### config.mk
export PLATFORM = sky130hd
export DESIGN_NAME = alarm_sequencer
export DESIGN_NICKNAME = d
export VERILOG_FILES = /design/src/rtl/alarm_sequencer.sv
export SDC_FILE = /design/constraint.sdc
export NUM_CORES = 1
export LEC_CHECK = 0
export CAP_MARGIN = 20
export CORE_ASPECT_RATIO = 0.9
export CORE_MARGIN = 3
export CORE_UTILIZATION = 28
export DETAILED_ROUTE_END_ITERATION = 8
export PLACE_DENSITY = 0.44
export SLEW_MARGIN = 25
export SYNTH_ARGS = -nofsm -noshare
export SYNTH_HDL_FRONTEND = slang
export SYNTH_SLANG_ARGS = --single-unit
### constraint.sdc
create_clock -name clk -period 2.8 [get_ports clk]
set_clock_uncertainty 0.1 [all_clocks]
set_input_delay 0.56 -clock clk [delete_from_list [all_inputs] [get_ports clk]]
set_output_delay 0.56 -clock clk [all_outputs]
set_load 0.03 [all_outputs]
### src/rtl/alarm_sequencer.sv
// alarm_sequencer
//
// Alarm controller for the digital clock. Watches the running time from the
// clock/alarm register datapath and sequences one alarm event through
// ARMED -> RINGING -> (SNOOZE -> RINGING)* -> ARMED, with auto-stop after an
// unacknowledged ring and a blinking ring LED.
//
// Ports
//   clk               system clock
//   rst_n             asynchronous active-low reset
//   tick_1s_i         one-cycle pulse per second from the clock counter
//   hour_i/min_i/sec_i current time, binary, stable except on the tick cycle
//   alarm_hour_i/alarm_min_i stored alarm time, binary
//   arm_i             level; 0 disarms from any state (highest priority)
//   snooze_pulse_i    one-cycle snooze request
//   stop_pulse_i      one-cycle stop request
//   ringing_o         high while RINGING
//   led_ring_o        blinking indicator while RINGING, 0 otherwise
//   snoozing_o        high while SNOOZE
//   snooze_count_o    snoozes used in the current event
//   missed_o          sticky: last event timed out unacknowledged
//   state_o           DISARMED=0, ARMED=1, RINGING=2, SNOOZE=3
module alarm_sequencer #(
  parameter int SNOOZE_MIN     = 5,
  parameter int RING_TIMEOUT_S = 60,
  parameter int MAX_SNOOZE     = 3,
  parameter int BLINK_DIV      = 50_000_000
) (
  input  logic       clk,
  input  logic       rst_n,
  input  logic       tick_1s_i,
  input  logic [5:0] hour_i,
  input  logic [5:0] min_i,
  input  logic [5:0] sec_i,
  input  logic [5:0] alarm_hour_i,
  input  logic [5:0] alarm_min_i,
  input  logic       arm_i,
  input  logic       snooze_pulse_i,
  input  logic       stop_pulse_i,
  output logic       ringing_o,
  output logic       led_ring_o,
  output logic       snoozing_o,
  output logic [1:0] snooze_count_o,
  output logic       missed_o,
  output logic [1:0] state_o
);

  typedef enum logic [1:0] {
    DISARMED = 2'd0,
    ARMED    = 2'd1,
    RINGING  = 2'd2,
    SNOOZE   = 2'd3
  } state_e;

  localparam int SNZ_TOTAL = SNOOZE_MIN * 60;
  localparam int RT_W      = $clog2(RING_TIMEOUT_S + 1);
  localparam int SR_W      = $clog2(SNZ_TOTAL + 1);
  localparam int BL_W      = $clog2(BLINK_DIV);

  // Timeout fires on the tick that would take ring_timer to RING_TIMEOUT_S,
  // so the compare is against the value just below it.
  localparam logic [RT_W-1:0] RT_PRE  = RT_W'(RING_TIMEOUT_S - 1);
  localparam logic [RT_W-1:0] RT_ONE  = RT_W'(1);
  localparam logic [SR_W-1:0] SR_LOAD = SR_W'(SNZ_TOTAL);
  localparam logic [SR_W-1:0] SR_ONE  = SR_W'(1);
  localparam logic [BL_W-1:0] BL_LAST = BL_W'(BLINK_DIV - 1);
  localparam logic [BL_W-1:0] BL_ONE  = BL_W'(1);
  localparam logic [1:0]      SC_MAX  = 2'(MAX_SNOOZE);

  state_e            state_q, state_d;
  logic [RT_W-1:0]   ring_timer_q, ring_timer_d;
  logic [SR_W-1:0]   snooze_rem_q, snooze_rem_d;
  logic [1:0]        snooze_cnt_q, snooze_cnt_d;
  logic              missed_q, missed_d;
  logic [BL_W-1:0]   blink_q, blink_d;
  logic              led_q, led_d;
  logic              ringing_q, snoozing_q;
  logic              fire;

  // Time compare happens only in the tick cycle; sec==0 coincides with exactly
  // one tick per minute, so the alarm can fire at most once per matching minute.
  assign fire = tick_1s_i && (hour_i == alarm_hour_i) && (min_i == alarm_min_i)
                && (sec_i == 6'd0);

  always_comb begin
    state_d      = state_q;
    ring_timer_d = ring_timer_q;
    snooze_rem_d = snooze_rem_q;
    snooze_cnt_d = snooze_cnt_q;
    missed_d     = missed_q;

    if (stop_pulse_i) begin
      missed_d = 1'b0;
    end

    if (!arm_i) begin
      state_d      = DISARMED;
      ring_timer_d = '0;
      snooze_rem_d = '0;
      snooze_cnt_d = '0;
      missed_d     = 1'b0;
    end else begin
      unique case (state_q)
        DISARMED: begin
          state_d = ARMED;
        end

        ARMED: begin
          if (fire) begin
            state_d      = RINGING;
            ring_timer_d = '0;
            missed_d     = 1'b0;
          end
        end

        RINGING: begin
          if (stop_pulse_i) begin
            state_d      = ARMED;
            snooze_cnt_d = '0;
          end else if (snooze_pulse_i && (snooze_cnt_q < SC_MAX)) begin
            state_d      = SNOOZE;
            snooze_cnt_d = snooze_cnt_q + 2'd1;
            snooze_rem_d = SR_LOAD;
          end else if (tick_1s_i) begin
            if (ring_timer_q == RT_PRE) begin
              state_d      = ARMED;
              missed_d     = 1'b1;
              snooze_cnt_d = '0;
            end else begin
              ring_timer_d = ring_timer_q + RT_ONE;
            end
          end
        end

        SNOOZE: begin
          // Stop beats an expiry tick in the same cycle; snooze is ignored here.
          if (stop_pulse_i) begin
            state_d      = ARMED;
            snooze_cnt_d = '0;
          end else if (tick_1s_i) begin
            if (snooze_rem_q == SR_ONE) begin
              state_d      = RINGING;
              ring_timer_d = '0;
            end else begin
              snooze_rem_d = snooze_rem_q - SR_ONE;
            end
          end
        end

        default: begin
          state_d = DISARMED;
        end
      endcase
    end
  end

  // Blink generator: the LED starts lit on every RINGING entry and toggles
  // after each BLINK_DIV cycles spent in RINGING; it is dark everywhere else.
  always_comb begin
    blink_d = '0;
    led_d   = 1'b0;
    if (state_d == RINGING) begin
      if (state_q != RINGING) begin
        blink_d = '0;
        led_d   = 1'b1;
      end else if (blink_q == BL_LAST) begin
        blink_d = '0;
        led_d   = ~led_q;
      end else begin
        blink_d = blink_q + BL_ONE;
        led_d   = led_q;
      end
    end
  end

  always_ff @(posedge clk or negedge rst_n) begin
    if (!rst_n) begin
      state_q      <= DISARMED;
      ring_timer_q <= '0;
      snooze_rem_q <= '0;
      snooze_cnt_q <= '0;
      missed_q     <= 1'b0;
      blink_q      <= '0;
      led_q        <= 1'b0;
      ringing_q    <= 1'b0;
      snoozing_q   <= 1'b0;
    end else begin
      state_q      <= state_d;
      ring_timer_q <= ring_timer_d;
      snooze_rem_q <= snooze_rem_d;
      snooze_cnt_q <= snooze_cnt_d;
      missed_q     <= missed_d;
      blink_q      <= blink_d;
      led_q        <= led_d;
      ringing_q    <= (state_d == RINGING);
      snoozing_q   <= (state_d == SNOOZE);
    end
  end

  assign ringing_o      = ringing_q;
  assign led_ring_o     = led_q;
  assign snoozing_o     = snoozing_q;
  assign snooze_count_o = snooze_cnt_q;
  assign missed_o       = missed_q;
  assign state_o        = state_q;

endmodule

* Yosys cells after proc, flatten, opt, wreduce, memory -nomap -nowiden
Index checks and enable logic that the tools add are counted.
Widths: inputs -> output; s select.
** Operators by class
- $add $sub $neg :: 4
- Magnitude comparators :: 1
- Equal/unequal tests :: 27
- Mux-type cells :: 48
- Bitwise logic cells :: 1
- Reduce and logical (&&, ||, !) cells :: 9
** Operators with widths (number)
- $mux 26 :: 3
- $mux 6 :: 9
- $mux 9 :: 6
- $ne 3x3->1 const B :: 11
- $mux 2 :: 15
- $add 26x1->26 const B :: 1
- $eq 26x26->1 const B :: 1
- $pmux 6 s3 :: 1
- $pmux 9 s2 :: 1
- $eq 6x6->1 :: 2
- $mux 1 :: 10
- $ne 5x5->1 const B :: 2
- $eq 9x1->1 const B :: 1
- $reduce_and 9->1 :: 1
- $sub 9x1->9 const B :: 1
- $eq 2x2->1 const B :: 4
- $pmux 2 s4 :: 1
- $add 6x1->6 const B :: 1
- $eq 6x6->1 const B :: 1
- $logic_not 6->1 :: 1
- $ne 3x1->1 const B :: 2
- $reduce_and 6->1 :: 1
- $logic_and 1x1->1 :: 4
- $ne 4x1->1 const B :: 1
- 9 further kinds :: 9
** Storage, ports and cells
- Flip-flop bits (word level) :: 49
- Input port bits :: 36

* Logic depth before layout (Yosys ltp)
Gate-level depths: netlist (run 1).
- Depth after elaboration :: 9
- Depth in mapped cells :: 9

* Worst setup path before layout (run 1)
No wires, ideal clock.
- Path kind :: register -> register
- Start point :: reg state_q[0] (netlist: state_o[0])
- End point :: reg ring_timer_q[0]
- Data arrival time :: 2242 ps
- Data required time :: 2575 ps
- Slack :: 333 ps
- Stages on the path, launching flop included :: 9
- Buffers on the path :: 1
- Clock period less this slack :: 2467 ps
- Cells stage by stage :: dfrtp_1 inv_1 ha_1 clkbuf_1 inv_1 a2111oi_2 o22ai_1 o21ai_0 mux2_2
** On the way
- Longest elaborated chain between the ends :: 3
- Elaborated cells on any way between the ends :: 15
** RTL lines
- start, declared :: RTL line 70 : state_e state_q, state_d;
- start signal, assigned :: RTL line 188 : state_q <= state_d;
- $eq 2x2->1 or $eq 2x1->1 (tied branches) :: RTL line 103 : unique case (state_q)
- $ne 4x1->1 (no line) (tied with other cells)
- $reduce_and 9->1 (no line) or $mux 6 (tied branches)
- end signal, assigned :: RTL line 189 : ring_timer_q <= ring_timer_d;
- end, declared :: RTL line 71 : logic [RT_W-1:0] ring_timer_q, ring_timer_d;
Parallel ways exist; a longest one is shown, timed or not.
A chain may end at the register's enable or synchronous reset.

* Worst setup path after layout (run 1)
- Start point :: in alarm_hour_i[0]
- End point :: reg blink_q[9]
** On the way
- Longest elaborated chain between the ends :: 9
** RTL lines
- start, declared :: RTL line 35 : input logic [5:0] alarm_hour_i,
- $eq 6x6->1 :: RTL line 82 : assign fire = tick_1s_i && (hour_i == alarm_hour_i) && (min_i == alarm_min_i)
- $logic_and 1x1->1 (2 in a row) :: RTL line 82
- $logic_and 1x1->1 :: RTL line 83 : && (sec_i == 6'd0);
- $mux 2 :: RTL line 109 : if (fire) begin
- $pmux 2 s4 :: RTL line 103
- $mux 2 :: RTL line 96 : if (!arm_i) begin
- $eq 2x2->1 :: RTL line 162 : if (state_d == RINGING) begin
- $mux 26 :: RTL line 162
- named net blink_d[9] :: RTL line 75 : logic [BL_W-1:0] blink_q, blink_d;
- end signal, assigned :: RTL line 193 : blink_q <= blink_d;
- end, declared :: RTL line 75
The timed path passes the listed nets, and every way through them passes these cells.

==> results of run 1 <==
-- power groups by stage --
stage | Clock (mW) | Combinational [mW] | Sequential (mW)
4_1_cts | 0.647 | 0.224 | 0.729
5_1_grt | 0.667 | 0.243 | 0.730
3_3_place_gp | 0 | 0.222 | 0.743
2_1_floorplan | 0 | 0.101 | 0.745
6_report | 0.619 | 0.221 | 0.729
3_5_place_dp | 0 | 0.223 | 0.743
-- state kept, by name, indices dropped and copies added (netlist names) --
name	flops
ring_timer_q	6
snooze_rem_q	9
ringing_o	1
snoozing_o	1
led_ring_o	1
blink_q	26
missed_o	1
state_o	2
snooze_count_o	2
-- routing by layer --
| metal | GRT usage (%) | vias up | wire [um] |
|---|---|---|---|
| li1 | - | 1352 | - |
| met1 | 18.6 | 1316 | 4070 |
| met2 | 22.3 | 47 | 3780 |
| met3 | 1.84 | 2 | 199 |
| met4 | 2.73 | 0 | 45 |
| met5 | 0 | - | 0 |
-- worst paths after layout --
path                                   end  slack, ps  cells after the start
max in group asynchronous       state_o[1]       1860                      2
hold reg to reg            ring_timer_q[1]        430                      1
min in group clk           ring_timer_q[1]        430                      1
hold / removal                 blink_q[20]        190                      1
setup reg to reg                blink_q[9]        300                      8
setup / recovery                blink_q[9]        230                      7
-- through the flow --
| step | hold slack (ps) | cells |
|---|---|---|
| after floorplan | 164 | 332 |
| after global placement | 421 | 533 |
| after detailed placement | 424 | 533 |
| after CTS | 205 | 540 |
| after global routing | 232 | 540 |
| final | 186 | 540 |
-- layout make-up --
type                            count  area [um^2]  share of cell area (%)
Tap cell                          152          190                    4.63
Sequential cell                    49         1230                    29.8
Timing Repair Buffer               65          641                    15.6
Clock buffer                        6          139                    3.38
Clock inverter                      1         7.51                   0.183
Multi-Input combinational cell    253         1860                    45.1
Inverter                           14         52.6                    1.28
-- cells by family (layout without fill, tap and decap cells) --
group                    Yosys count  count (layout)
AND/OR/NAND/NOR                  152             152
AO/OA/AOI/OAI                     49              49
flip-flops                        49              49
XOR/XNOR                          39              39
buffers and inverters             30              86
adder cells (fa/ha/maj)            9               9
multiplexers                       4               4
-- synthesized netlist by cell type, drive strengths merged (3+ instances only) --
| master | n |
|---|---|
| xor2 | 10 |
| nor2b | 3 |
| a31oi | 5 |
| nand3 | 13 |
| nor4 | 36 |
| nand4 | 13 |
| nand2b | 8 |
| nor2 | 17 |
| nand2 | 22 |
| clkbuf | 10 |
| nand3b | 3 |
| inv | 14 |
| a2111oi | 4 |
| o21ai | 9 |
| buf | 6 |
| ha | 9 |
| xnor2 | 29 |
| nor3 | 13 |
| a21oi | 9 |
| dfrtp | 49 |
| and3 | 5 |
| a211oi | 4 |
| and4 | 5 |
| or4 | 3 |
| mux2 | 4 |
-- critical path: cells and delay by family --
family / cells / cell delay (ps)
AND/OR/NAND/NOR: 2 / 450
buffers and inverters: 2 / 590
AO/OA/AOI/OAI: 2 / 800
XOR/XNOR: 1 / 220
==> implementation parameters, run 1 <==
Parameter                              Value

Synth
  Fraction of the mapped netlist area in compound gates ... 11.0%
  Post-synth ARST share ... 100%
  Count of synthesis-stage warnings from yosys ... 0
  Arithmetic-cell share of the synthesized area counting full adders, half adders and majority gates ... 3.51%
  Leading area contributor after synthesis ... sky130_fd_sc_hd__dfrtp_1
  Mean instance size in the synthesized netlist ... 9.66 um^2
  Post-synthesis instance area ... 3210 um^2
  #FFs+latches synth ... 49
  Fraction of synthesized area in multiplexers ... 1.40%
  Portion of the post-synthesis area used by sequential elements ... 38.2%
  Primary flip-flop cell chosen by synthesis mapping ... sky130_fd_sc_hd__dfrtp_1
  Area share of the leading cell type in the synthesized netlist ... 38.2%
  Post-synthesis cell count ... 332
  Net count after synthesis ... 377
  Number of distinct library cell variants in the gate-level netlist after synthesis ... 56
  Synth area leaders ... sky130_fd_sc_hd__dfrtp_1, sky130_fd_sc_hd__xnor2_1, sky130_fd_sc_hd__nor4_2
  Largest family of logic cells by synthesized area ... simple AND/OR/NAND/NOR gates
  Synth Area in Simple Gates ... 30.9%
  EDFF count, synth ... 0
  XOR/XNOR Fraction of Synth Area ... 10.6%

Drt
  Drt first pass iters ... 4
  Wire per inst ... 15.0 um
  Via density per instance ... 5.03
  Final routed DRC violation total ... 0
  Drt first-iter violations ... 128
  Vias post-DR ... 2717
  Count of antenna-violating nets left after detailed routing ... 0
  Sum of routed wire length over all layers ... 8090 um

Timing
  Total setup violations reported at the end of the flow ... 0
  Top achievable clock speed ... 389 MHz
  Final Slew Violations ... 0
  Final worst slack ... 231 ps
  Fin crit period ... 2570 ps
  Total Neg Setup Slack ... 0 ps
  Slew headroom ... 58.7%
  Slew of the pin with the lowest slew margin ... 604 ps
  Count of final hold-check violations ... 0
  Setup repair after global routing missed its margin ... no
  Final critical-path share of the clock period ... 91.8%

Placed design
  Count of input and output buffers ... 43
  Final weighted congestion in routability-driven placement ... 0.838
  Standard cell area after detailed placement ... 3970 um^2
  DP Worst Slack ... -119 ps
  HPWL after DPL ... 5990 um

Clocking
  Hold buffer count at CTS ... 0
  Maximum clock path buffer count ... 2
  Post-cts resize count ... 0
  CTS tree ... built
  Skew-Pair Late Insertion Delay ... 280 ps
  Clock net sink count ... 49
  Clk slew on worst S/H paths ... 70 ps
  CTS Buf Count ... 5
  Clock Root Buffer ... sky130_fd_sc_hd__clkbuf_16
  H-tree Lvls ... 2
  Post-CTS setup repair buffer count ... 0

Critical path
  Critical path cell sequence ... clkdlybuf4s50_1 > xnor2_1 > nand4_1 > o41a_1 > a211o_1 > buf_12 > nor4_1
  Critical path required time ... 2870 ps
  Master of the slowest instance on the critical path ... sky130_fd_sc_hd__o41a_1
  Critical-path maximum fanout ... 28
  Critical path capture point type ... flop
  Data arrival time of the critical path ... 2640 ps
  Start point of the critical path ... alarm_hour_i[0]
  Type of the worst setup path ... input port to flop
  Delay contributed by the slowest stage of the critical path ... 460 ps
  Category of the worst setup path launch point ... input port
  Launching point of the worst reg2reg path ... snooze_rem_q[1]

Die
  Die Height ... 108 um
  Std cell rows ... 36
  Die Wd ... 119 um
  Full die area ... 12800 um^2
  Boundary Pins ... 44
  Starting Density ... 29.2%
  Floorplan core area ... 11000 um^2

Cells and area
  Layout Cell Area excl Fill ... 4110 um^2
  Ant diodes ... 0
  Top library cells by usage in the layout, fill and taps aside ... sky130_fd_sc_hd__dfrtp_1, sky130_fd_sc_hd__clkdlybuf4s50_1, sky130_fd_sc_hd__xnor2_1
  Most frequent standard cell in the layout excluding fill and tap cells ... sky130_fd_sc_hd__dfrtp_1
  FILL cells ... 1149
  Area growth syn-to-layout ... 28.2%
  Final core utilization ... 37.4%
  Share of post-route cells with drive strength above 1 ... 15.5%
  Final-stage net count ... 433

GRT
  Total overflow reported by the global router ... 0
  Number of global-route vias before repair ... 2784
  First-pass GRT wire length ... 14100 um
  Number of antenna violations at the first check in global routing ... 0
  Pin count of the biggest net entering global routing ... 31
  Global-route usage over all layers ... 13.4%

Job
  Number of max-cap violations ... 0

Run status
  Result of the run ... completed

Power and ir drop
  Combinational Power Share ... 14.1%
  Leakage power figure ... 1.48 nW
  Cell internal pwr ... 1.18 mW
  Sequential group share of total power ... 46.5%
  Worst vdd rail ir drop ... 0.285 mV
  Total net switching power ... 0.389 mW
  Switching share of power ... 24.8%
  Total power density per cell area ... 382 nW/um^2
  Power consumption ... 1.57 mW
  Clock network fraction of design power ... 39.5%

Min path
  Class of the tightest hold or removal check ... input port to async pin
Power figures use the tool's default switching activity.
==> run 2, diff against run 1 <==
--- a/config.mk
+++ b/config.mk
@@ -5,7 +5,6 @@
 export SDC_FILE = /design/constraint.sdc
 export NUM_CORES = 1
 export LEC_CHECK = 0
-export CAP_MARGIN = 20
 export CORE_ASPECT_RATIO = 0.9
 export CORE_MARGIN = 3
 export CORE_UTILIZATION = 28
==> results of run 2 <==
No change in the layout: final DEF, timing and power equal those of run 1.
